==> config.mk <==
export PLATFORM = sky130hd
export DESIGN_NAME = reduction_input_arbiter
export DESIGN_NICKNAME = d
export VERILOG_FILES = /design/src/rtl/reduce_pkg.sv /design/src/rtl/rr_arbiter.sv /design/src/rtl/reduction_input_arbiter.sv
export SDC_FILE = /design/constraint.sdc
export NUM_CORES = 1
export LEC_CHECK = 0
export CAP_MARGIN = 20
export CORE_AREA = 2 2 231 233
export CTS_CLUSTER_SIZE = 20
export DETAILED_ROUTE_END_ITERATION = 10
export DIE_AREA = 0 0 233 235
export GPL_ROUTABILITY_DRIVEN = 0
export PLACE_DENSITY = 0.41
export SLEW_MARGIN = 20
export SYNTH_ARGS = -nofsm -noshare
export SYNTH_HDL_FRONTEND = slang
export SYNTH_HIERARCHICAL = 1
export SYNTH_SLANG_ARGS = --single-unit
==> constraint.sdc <==
create_clock -name clk -period 7.1 [get_ports clk]
set_input_delay 1.42 -clock clk [delete_from_list [all_inputs] [get_ports clk]]
set_output_delay 1.42 -clock clk [all_outputs]
set_load 0.05 [all_outputs]
==> src/rtl/reduce_pkg.sv <==
// reduce_pkg: shared widths, port/direction constants and flit helpers for the
// reduction input path.
package reduce_pkg;

  localparam int FLIT_SIZE = 82;
  localparam int FAN_IN    = 6;
  localparam int PORT_NUM  = FAN_IN;

  localparam logic [2:0] DIR_INJECT = 3'd0;
  localparam logic [2:0] DIR_NORTH  = 3'd1;
  localparam logic [2:0] DIR_EAST   = 3'd2;
  localparam logic [2:0] DIR_SOUTH  = 3'd3;
  localparam logic [2:0] DIR_WEST   = 3'd4;
  localparam logic [2:0] DIR_UP     = 3'd5;
  localparam logic [2:0] DIR_DOWN   = 3'd6;
  localparam logic [2:0] DIR_EJECT  = 3'd7;

  typedef logic [FLIT_SIZE-1:0] flit_t;

  // Extract port idx's flit from the packed per-port input bus.
  function automatic flit_t flit_slice(input logic [FLIT_SIZE*FAN_IN-1:0] bus,
                                       input int unsigned idx);
    return bus[idx*FLIT_SIZE +: FLIT_SIZE];
  endfunction

endpackage

==> src/rtl/rr_arbiter.sv <==
// rr_arbiter: combinational round-robin pick of the first request at or after
// ptr (modulo N); the caller owns and advances ptr.
module rr_arbiter #(
  parameter int N = 6,
  localparam int IDX_W = (N > 1) ? $clog2(N) : 1
) (
  input  logic [N-1:0]     req,
  input  logic [IDX_W-1:0] ptr,
  input  logic             en,
  output logic [N-1:0]     grant,
  output logic [IDX_W-1:0] grant_idx,
  output logic             grant_vld
);

  logic [IDX_W:0]   sum;
  logic [IDX_W-1:0] pidx;

  always_comb begin
    grant     = '0;
    grant_idx = '0;
    grant_vld = 1'b0;
    sum       = '0;
    pidx      = '0;
    for (int k = 0; k < N; k++) begin
      sum = {1'b0, ptr} + (IDX_W+1)'(k);
      if (sum >= (IDX_W+1)'(N)) sum = sum - (IDX_W+1)'(N);
      pidx = sum[IDX_W-1:0];
      if (en && !grant_vld && req[pidx]) begin
        grant_vld   = 1'b1;
        grant[pidx] = 1'b1;
        grant_idx   = pidx;
      end
    end
  end

endmodule

==> src/rtl/reduction_input_arbiter.sv <==
// reduction_input_arbiter: round-robin share of the reduction datapath across
// FAN_IN inputs with a registered output stage. Round mode: REDUCTION_ROUND_EN.
module reduction_input_arbiter #(
  parameter int FAN_IN    = reduce_pkg::FAN_IN,
  parameter int FLIT_SIZE = reduce_pkg::FLIT_SIZE
) (
  input  logic                        clk,
  input  logic                        rst,
  input  logic [FLIT_SIZE*FAN_IN-1:0] in,
  input  logic [FAN_IN-1:0]           in_valid,
  output logic [FAN_IN-1:0]           in_avail,
  output logic [FLIT_SIZE-1:0]        out,
  output logic                        out_valid,
  input  logic                        out_avail,
  output logic                        out_last,
  input  logic [FAN_IN-1:0]           round_mask
);
  import reduce_pkg::*;

  localparam int IDX_W = (FAN_IN > 1) ? $clog2(FAN_IN) : 1;

  logic [IDX_W-1:0]     ptr_q;
  logic [FAN_IN-1:0]    eligible;
  logic [FAN_IN-1:0]    grant;
  logic [IDX_W-1:0]     grant_idx;
  logic                 grant_vld;
  logic                 can_load;
  logic [FLIT_SIZE-1:0] out_q;
  logic                 out_valid_q;
  logic                 out_last_q;

  assign can_load = !out_valid_q || out_avail;

  rr_arbiter #(.N(FAN_IN)) u_rr_arbiter (
    .req       (eligible),
    .ptr       (ptr_q),
    .en        (can_load && !rst),
    .grant     (grant),
    .grant_idx (grant_idx),
    .grant_vld (grant_vld)
  );

  assign in_avail  = grant;
  assign out       = out_q;
  assign out_valid = out_valid_q;
  assign out_last  = out_last_q;

  always_ff @(posedge clk or posedge rst) begin
    if (rst) begin
      out_q       <= '0;
      out_valid_q <= 1'b0;
      ptr_q       <= '0;
    end else if (grant_vld) begin
      out_q       <= flit_slice(in, int'(grant_idx));
      out_valid_q <= 1'b1;
      ptr_q       <= (grant_idx == IDX_W'(FAN_IN-1)) ? '0 : grant_idx + 1'b1;
    end else if (out_avail) begin
      out_valid_q <= 1'b0;
    end
  end

`ifdef REDUCTION_ROUND_EN
  logic [FAN_IN-1:0] served_q;
  logic [FAN_IN-1:0] active_mask_q;
  logic [FAN_IN-1:0] round_set;
  logic [FAN_IN-1:0] served_next;
  logic              round_done;

  // The round's membership is sampled from round_mask only until the first
  // grant; after that the latched copy governs the rest of the round.
  assign round_set   = (served_q == '0) ? round_mask : active_mask_q;
  assign eligible    = in_valid & round_set & ~served_q;
  assign served_next = served_q | grant;
  assign round_done  = (served_next == round_set);

  always_ff @(posedge clk or posedge rst) begin
    if (rst) begin
      served_q      <= '0;
      active_mask_q <= '0;
      out_last_q    <= 1'b0;
    end else if (grant_vld) begin
      if (served_q == '0) active_mask_q <= round_mask;
      served_q   <= round_done ? '0 : served_next;
      out_last_q <= round_done;
    end else if (out_avail) begin
      out_last_q <= 1'b0;
    end
  end
`else
  logic unused_round_mask;

  assign unused_round_mask = ^round_mask;
  assign eligible          = in_valid;
  assign out_last_q        = 1'b0;
`endif

endmodule

=== Yosys cells after proc, flatten, opt, wreduce, memory -nomap -nowiden ===
Index checks and enable logic that the tools add are counted.

* Add/sub/neg operators: 12
* $mul: 1
* Magnitude comparators: 18
* Equal/unequal tests: 1
* Shift-type cells: 1
* Muxes and demuxes: 51
* Bitwise logic cells: 5
* Reduce and logical (&&, ||, !) cells: 27

{| class="wikitable"
|+ Operators with widths
! cell !! count
|-
| $shiftx A492 B11 Y82 || 1
|-
| $mux W3 || 13
|-
| $mux W6 || 6
|-
| $or A6 B6 Y6 || 5
|-
| $lt A3 B4 Y1 const B || 6
|-
| $ge A4 B3 Y1 const B || 5
|-
| $mux W1 || 20
|-
| $bmux W1 S3 || 6
|-
| $demux W1 S3 || 6
|-
| $ge A3 B1 Y1 const B || 6
|-
| $logic_and A1 B1 Y1 || 18
|-
| $sub A3 B3 Y3 const B || 6
|-
| $mul A3 B6 Y9 const B || 1
|-
| $add A3 B2 Y4 const B || 2
|-
| $add A3 B3 Y4 const B || 2
|-
| $logic_not A1 Y1 || 7
|-
| $add A3 B1 Y4 const B || 1
|-
| $add A3 B1 Y3 const B || 1
|-
| $eq A3 B3 Y1 const B || 1
|-
| $ge A3 B3 Y1 const B || 1
|-
| $reduce_bool A2 Y1 || 1
|-
| $logic_or A1 B1 Y1 || 1
|}

* Bits in registers: 86
* Input bits: 507
* Output and inout bits: 90
* Logic and storage cells: 119

=== Longest topological paths before layout ===
Gate-level depths: netlist (run 1).

* Word-level depth: 28
* Gate-level depth with buffers: 20
* Mapped depth without buffers: 12

=== Cells and area by module ===
Netlist (run 1), hierarchy kept.

{| class="wikitable"
|+ Modules (own cells, without submodules)
! module !! instances !! cells each !! area an instance (µm²) !! seq. area each (µm²)
|-
| reduction_input_arbiter || 1 || 570 || 6,856.6 || 2,152.1
|-
| rr_arbiter || 1 || 165 || 1,227.4 || 0.0
|}

=== Least setup slack after synthesis (run 1) ===
OpenSTA, ideal clock, no wires.

* Path kind: input port to output port
* Start point: in in_valid[4]
* End point: out in_avail[1]
* Arrival: 3.630 ns
* Data required time: 5.680 ns
* Setup slack: 2.050 ns
* Stages: 8
* Buffers on the path: 1
* Cells stage by stage: mux2i_1 -> o211ai_1 -> a22o_1 -> or2_0 -> buf_4 -> nor4b_4 -> a31oi_1 -> a22oi_1

* Word-level cells in the longest chain between the ends: 24
* Elaborated cells between the ends (all ways): 44
* Those cells by class: 23 x mux; 5 x bitwise; 16 x reduce/logical

{| class="wikitable"
|+ Ends and longest elaborated chain
! element !! line !! source
|-
| start, declared || reduction_input_arbiter.sv:10 || <nowiki>input logic [FAN_IN-1:0] in_valid,</nowiki>
|-
| $bmux W1 S3 || rr_arbiter.sv:28 || <nowiki>if (en && !grant_vld && req[pidx]) begin</nowiki>
|-
| $mux W1 (implied by the code) || rr_arbiter.sv:28 ||
|-
| $logic_and A1 B1 Y1 || rr_arbiter.sv:28 ||
|-
| $mux W1 || rr_arbiter.sv:28 ||
|-
| $logic_not A1 Y1 || rr_arbiter.sv:28 ||
|-
| $logic_and A1 B1 Y1 (2 in a row) || rr_arbiter.sv:28 ||
|-
| $mux W1 || rr_arbiter.sv:28 ||
|-
| $logic_not A1 Y1 || rr_arbiter.sv:28 ||
|-
| (+4 left out) || -- ||
|-
| $logic_and A1 B1 Y1 (2 in a row) || rr_arbiter.sv:28 ||
|-
| $mux W1 || rr_arbiter.sv:28 ||
|-
| $logic_not A1 Y1 || rr_arbiter.sv:28 ||
|-
| $logic_and A1 B1 Y1 (2 in a row) || rr_arbiter.sv:28 ||
|-
| $mux W1 || rr_arbiter.sv:28 ||
|-
| $logic_not A1 Y1 || rr_arbiter.sv:28 ||
|-
| $logic_and A1 B1 Y1 (2 in a row) || rr_arbiter.sv:28 ||
|-
| $mux W6 * || rr_arbiter.sv:28 ||
|-
| end, declared || reduction_input_arbiter.sv:11 || <nowiki>output logic [FAN_IN-1:0] in_avail,</nowiki>
|}

Mark *: on every way between the ends. The rest lies on a longest branch, timed or not. The select of a mux whose other input is x is not followed.

=== Final worst setup path (run 1) ===
* Start point: in in_valid[4]
* End point: out in_avail[0]

The elaborated chain is that of the path after synthesis.

==> results.ini, run 1 <==
[floorplan]
ios = 597
die_h_um = 235
die_area_um2 = 54800
core-area_um2 = 52200
rows = 84
fp.dieW_um = 233
initial_utilization_pct = 15.5

[hold_path]
worstHoldPathType = flip-flop to flip-flop

[clocking]
ctsHtreeMaxLevel = 3
clk_pin_slew_worst_paths_ns = 0.07
cts_num_sinks = 86
cts_hold_buf = 0
cts_resized = 0
clk_latency_ns = 0.36
cts_buffer_depth = 2
cts_root_buf = clkbuf_16
post_cts_buffers = 0
cts_tree = yes
cts_buffers = 9

[setup_path]
cp.arrival_ns = 4.69
crit_buf_inv = 2
path_depth = 9
cp-end-kind = output pin
r2r_slack_ns = 1.82
worstPathCellList = clkdlybuf4s50_1, mux2i_1, o211ai_1, a22o_1, or2_0, nor4b_4, a31oi_1, a22oi_1, clkdlybuf4s50_1
slowest_delay_ns = 0.85
critPathLaunchType = input port
crit-reg2reg-launch = ptr_q[1]
timing.rr.end = out[23]
crit_slowest_cell = clkdlybuf4s50_1
cp-startpoint = in_valid[4]
cp_top_family = buffers and inverters
path_class = input port to output pin
crit_path_end = in_avail[0]
worst_path_most_repeated_cell = clkdlybuf4s50_1
cp.required_ns = 5.68
r2r_cells = 13
cp_max_fo = 10

[route]
num_vias = 8298
post-route-drc-count = 0
first_pass_iters = 4
drt_iter0_markers = 285
wire_per_inst_um = 20.8
ant_nets = 0
drt_wl_total_um = 41300
vias_per_cell = 4.18

[sta]
fmax_mhz = 164
layout_min_cycle_time_ns = 6.11
relSlewSlack_pct = 45.4
tns_ns = 0
grt_setup_unrepaired = false
tightest_slew_ns = 0.816
setup_violations = 0
clock_skew_ns = 0.0103
slew_viol_final = 0
finalCritPeriodShare_pct = 86.1
hold_viol_final = 0

[global_route]
track_usage_pct = 14.7
grt_max_degree = 73
antenna_found_initial = 3
grt-ovfl-total = 0
grt_pass1_wl_um = 59200
grt_pass1_vias = 9069

[final_layout]
postLayoutCellArea_um2 = 15000
drive_gt1_share_pct = 14.1
post-route-util_pct = 28.7
fin_nets = 1804
areaGrowthSynthToFinish_pct = 85.5

[logic_synthesis]
synth_edf_count = 0
synthCells = 735
syn_nets = 1249
synth.avg_cell_area_um2 = 11.0
synth_area_leaders = dfrtp_1 (27%), mux4_2 (23%), mux2i_1 (12%)
ys.flop_type = dfrtp_1
yosys-top-cells-count = nand2_1 (99), mux2i_1 (93), inv_1 (89), dfrtp_1 (86), mux4_2 (82)
synth_top_area_cell = dfrtp_1
yosysUniqueCellTypes = 67
synth_top_area_share_pct = 26.6
ys_seq_elements = 86
synth_warnings = 6
synth_area_um2 = 8080
synth.most_common_cell = nand2_1
synthArstFlopShare_pct = 100
ys_seq_area_share_pct = 26.6

[pwr]
vdd_drop_max_uv = 226
leakage_uw = 0.00567
p_per_area_nw_per_um2 = 530

[placed_design]
place_hpwl_um = 33700
dpl_cell_area_um2 = 14700
port_buffers = 589

[run_status]
status = finished, final reports clean

[flow_run]
max-cap-violations = 0

[cells in the final DEF, fill, tap and decap left out, types with 3 or more instances in the layout]
| cell type | Yosys | routed |
|---|---|---|
| nor2b_1 | 8 | 7 |
| o21ai_0 | 4 | 4 |
| o221ai_2 | 40 | 40 |
| nor4_1 | 4 | 4 |
| a21o_1 | 4 | 4 |
| a21oi_1 | 12 | 12 |
| o211ai_1 | 7 | 7 |
| nand3b_1 | 4 | 4 |
| dfrtp_1 | 86 | 86 |
| mux2i_1 | 93 | 93 |
| nand3_1 | 4 | 4 |
| inv_1 | 89 | 88 |
| mux2_2 | 5 | 5 |
| o31ai_1 | 3 | 3 |
| o41ai_1 | 3 | 3 |
| nor3_1 | 3 | 3 |
| a22oi_1 | 3 | 3 |
| mux4_2 | 82 | 82 |
| a31oi_1 | 5 | 5 |
| o221ai_1 | 42 | 42 |
| ha_1 | 7 | 7 |
| clkbuf_16 | 0 | 9 |
| buf_12 | 5 | 5 |
| buf_4 | 9 | 18 |
| nor2_1 | 13 | 13 |
| nand2_1 | 99 | 99 |
| clkdlybuf4s50_1 | 0 | 589 |
[registers in the layout (all words and copies together) (netlist names)]
register,count
out,82
ptr_q,3
out_valid,1
[metrics by stage]
step | worst slack, ns | hold slack [ns] | instances | power, µW
detailed placement | 0.934 | 0.504 | 1967 | 7520
CTS | 0.917 | 0.533 | 1983 | 8140
finish | 0.988 | 0.525 | 1985 | 7940
floorplan | 2.05 | 0.622 | 735 | 5700
global route | 0.634 | 0.551 | 1984 | 8510
global placement | 0.945 | 0.505 | 1967 | 7560
[worst register-to-register path, delay by kind of cell, from the launching register on]
kind	cells	cell delay (ns)
adder cells (fa/ha/maj)	1	0.75
flip-flops	1	0.58
AO/OA/AOI/OAI	4	1.22
AND/OR/NAND/NOR	5	1.41
buffers and inverters	2	0.51
multiplexers	1	0.64
[worst min path at each step]
stage | end | cells after the start | from | slack [ns]
floorplan | ptr_q[2] | 2 | ptr_q[2] | 0.62
global placement | out_valid | 1 | out_valid | 0.51
detailed placement | out_valid | 1 | out_valid | 0.50
CTS | out_valid | 1 | out_valid | 0.53
global route | out_valid | 1 | out_valid | 0.55
finish | out_valid | 1 | out_valid | 0.52
[cell type report]
class	instances	area, µm²
diodes	2	5.00
clock buffers	11	243
clock inverters	5	82.6
fillers	5485	37200
inverters	90	340
multi-input cells	491	5180
flip-flops and latches	86	2150
well taps	688	861
repair buffers	612	6130
[routing by layer]
| layer | wire length (µm) | track usage (%) |
|---|---|---|
| met1 | 15700 | 16.4 |
| met5 | 13 | 0 |
| met4 | 487 | 3.30 |
| met3 | 3460 | 3.96 |
| met2 | 21600 | 27.2 |
[kinds of logic (layout without fill, tap and decap cells)]
group	Yosys count	after routing	share of synthesized area, %
mux	180	180	35.1
buf+inv	158	718	9.61
simple gates	154	154	9.01
compound gates	145	145	18.0
other cells	1	3	0.0464
fa+ha+maj	7	7	1.08
xor+xnor	4	4	0.619
flops	86	86	26.6
[power breakdown]
group	switching (µW)	internal, µW	total, µW
Sequential	155	755	910
Combinational	3630	2840	6480
Clock	237	320	557
Total	4030	3920	7940
(Power assumes the default switching activity.)
==> run 2: changes to the inputs <==
Settings changed: GPL_ROUTABILITY_DRIVEN 0 to default.
==> results of run 2 <==
Same layout as run 1: the final DEF is identical, and so are final timing and power.
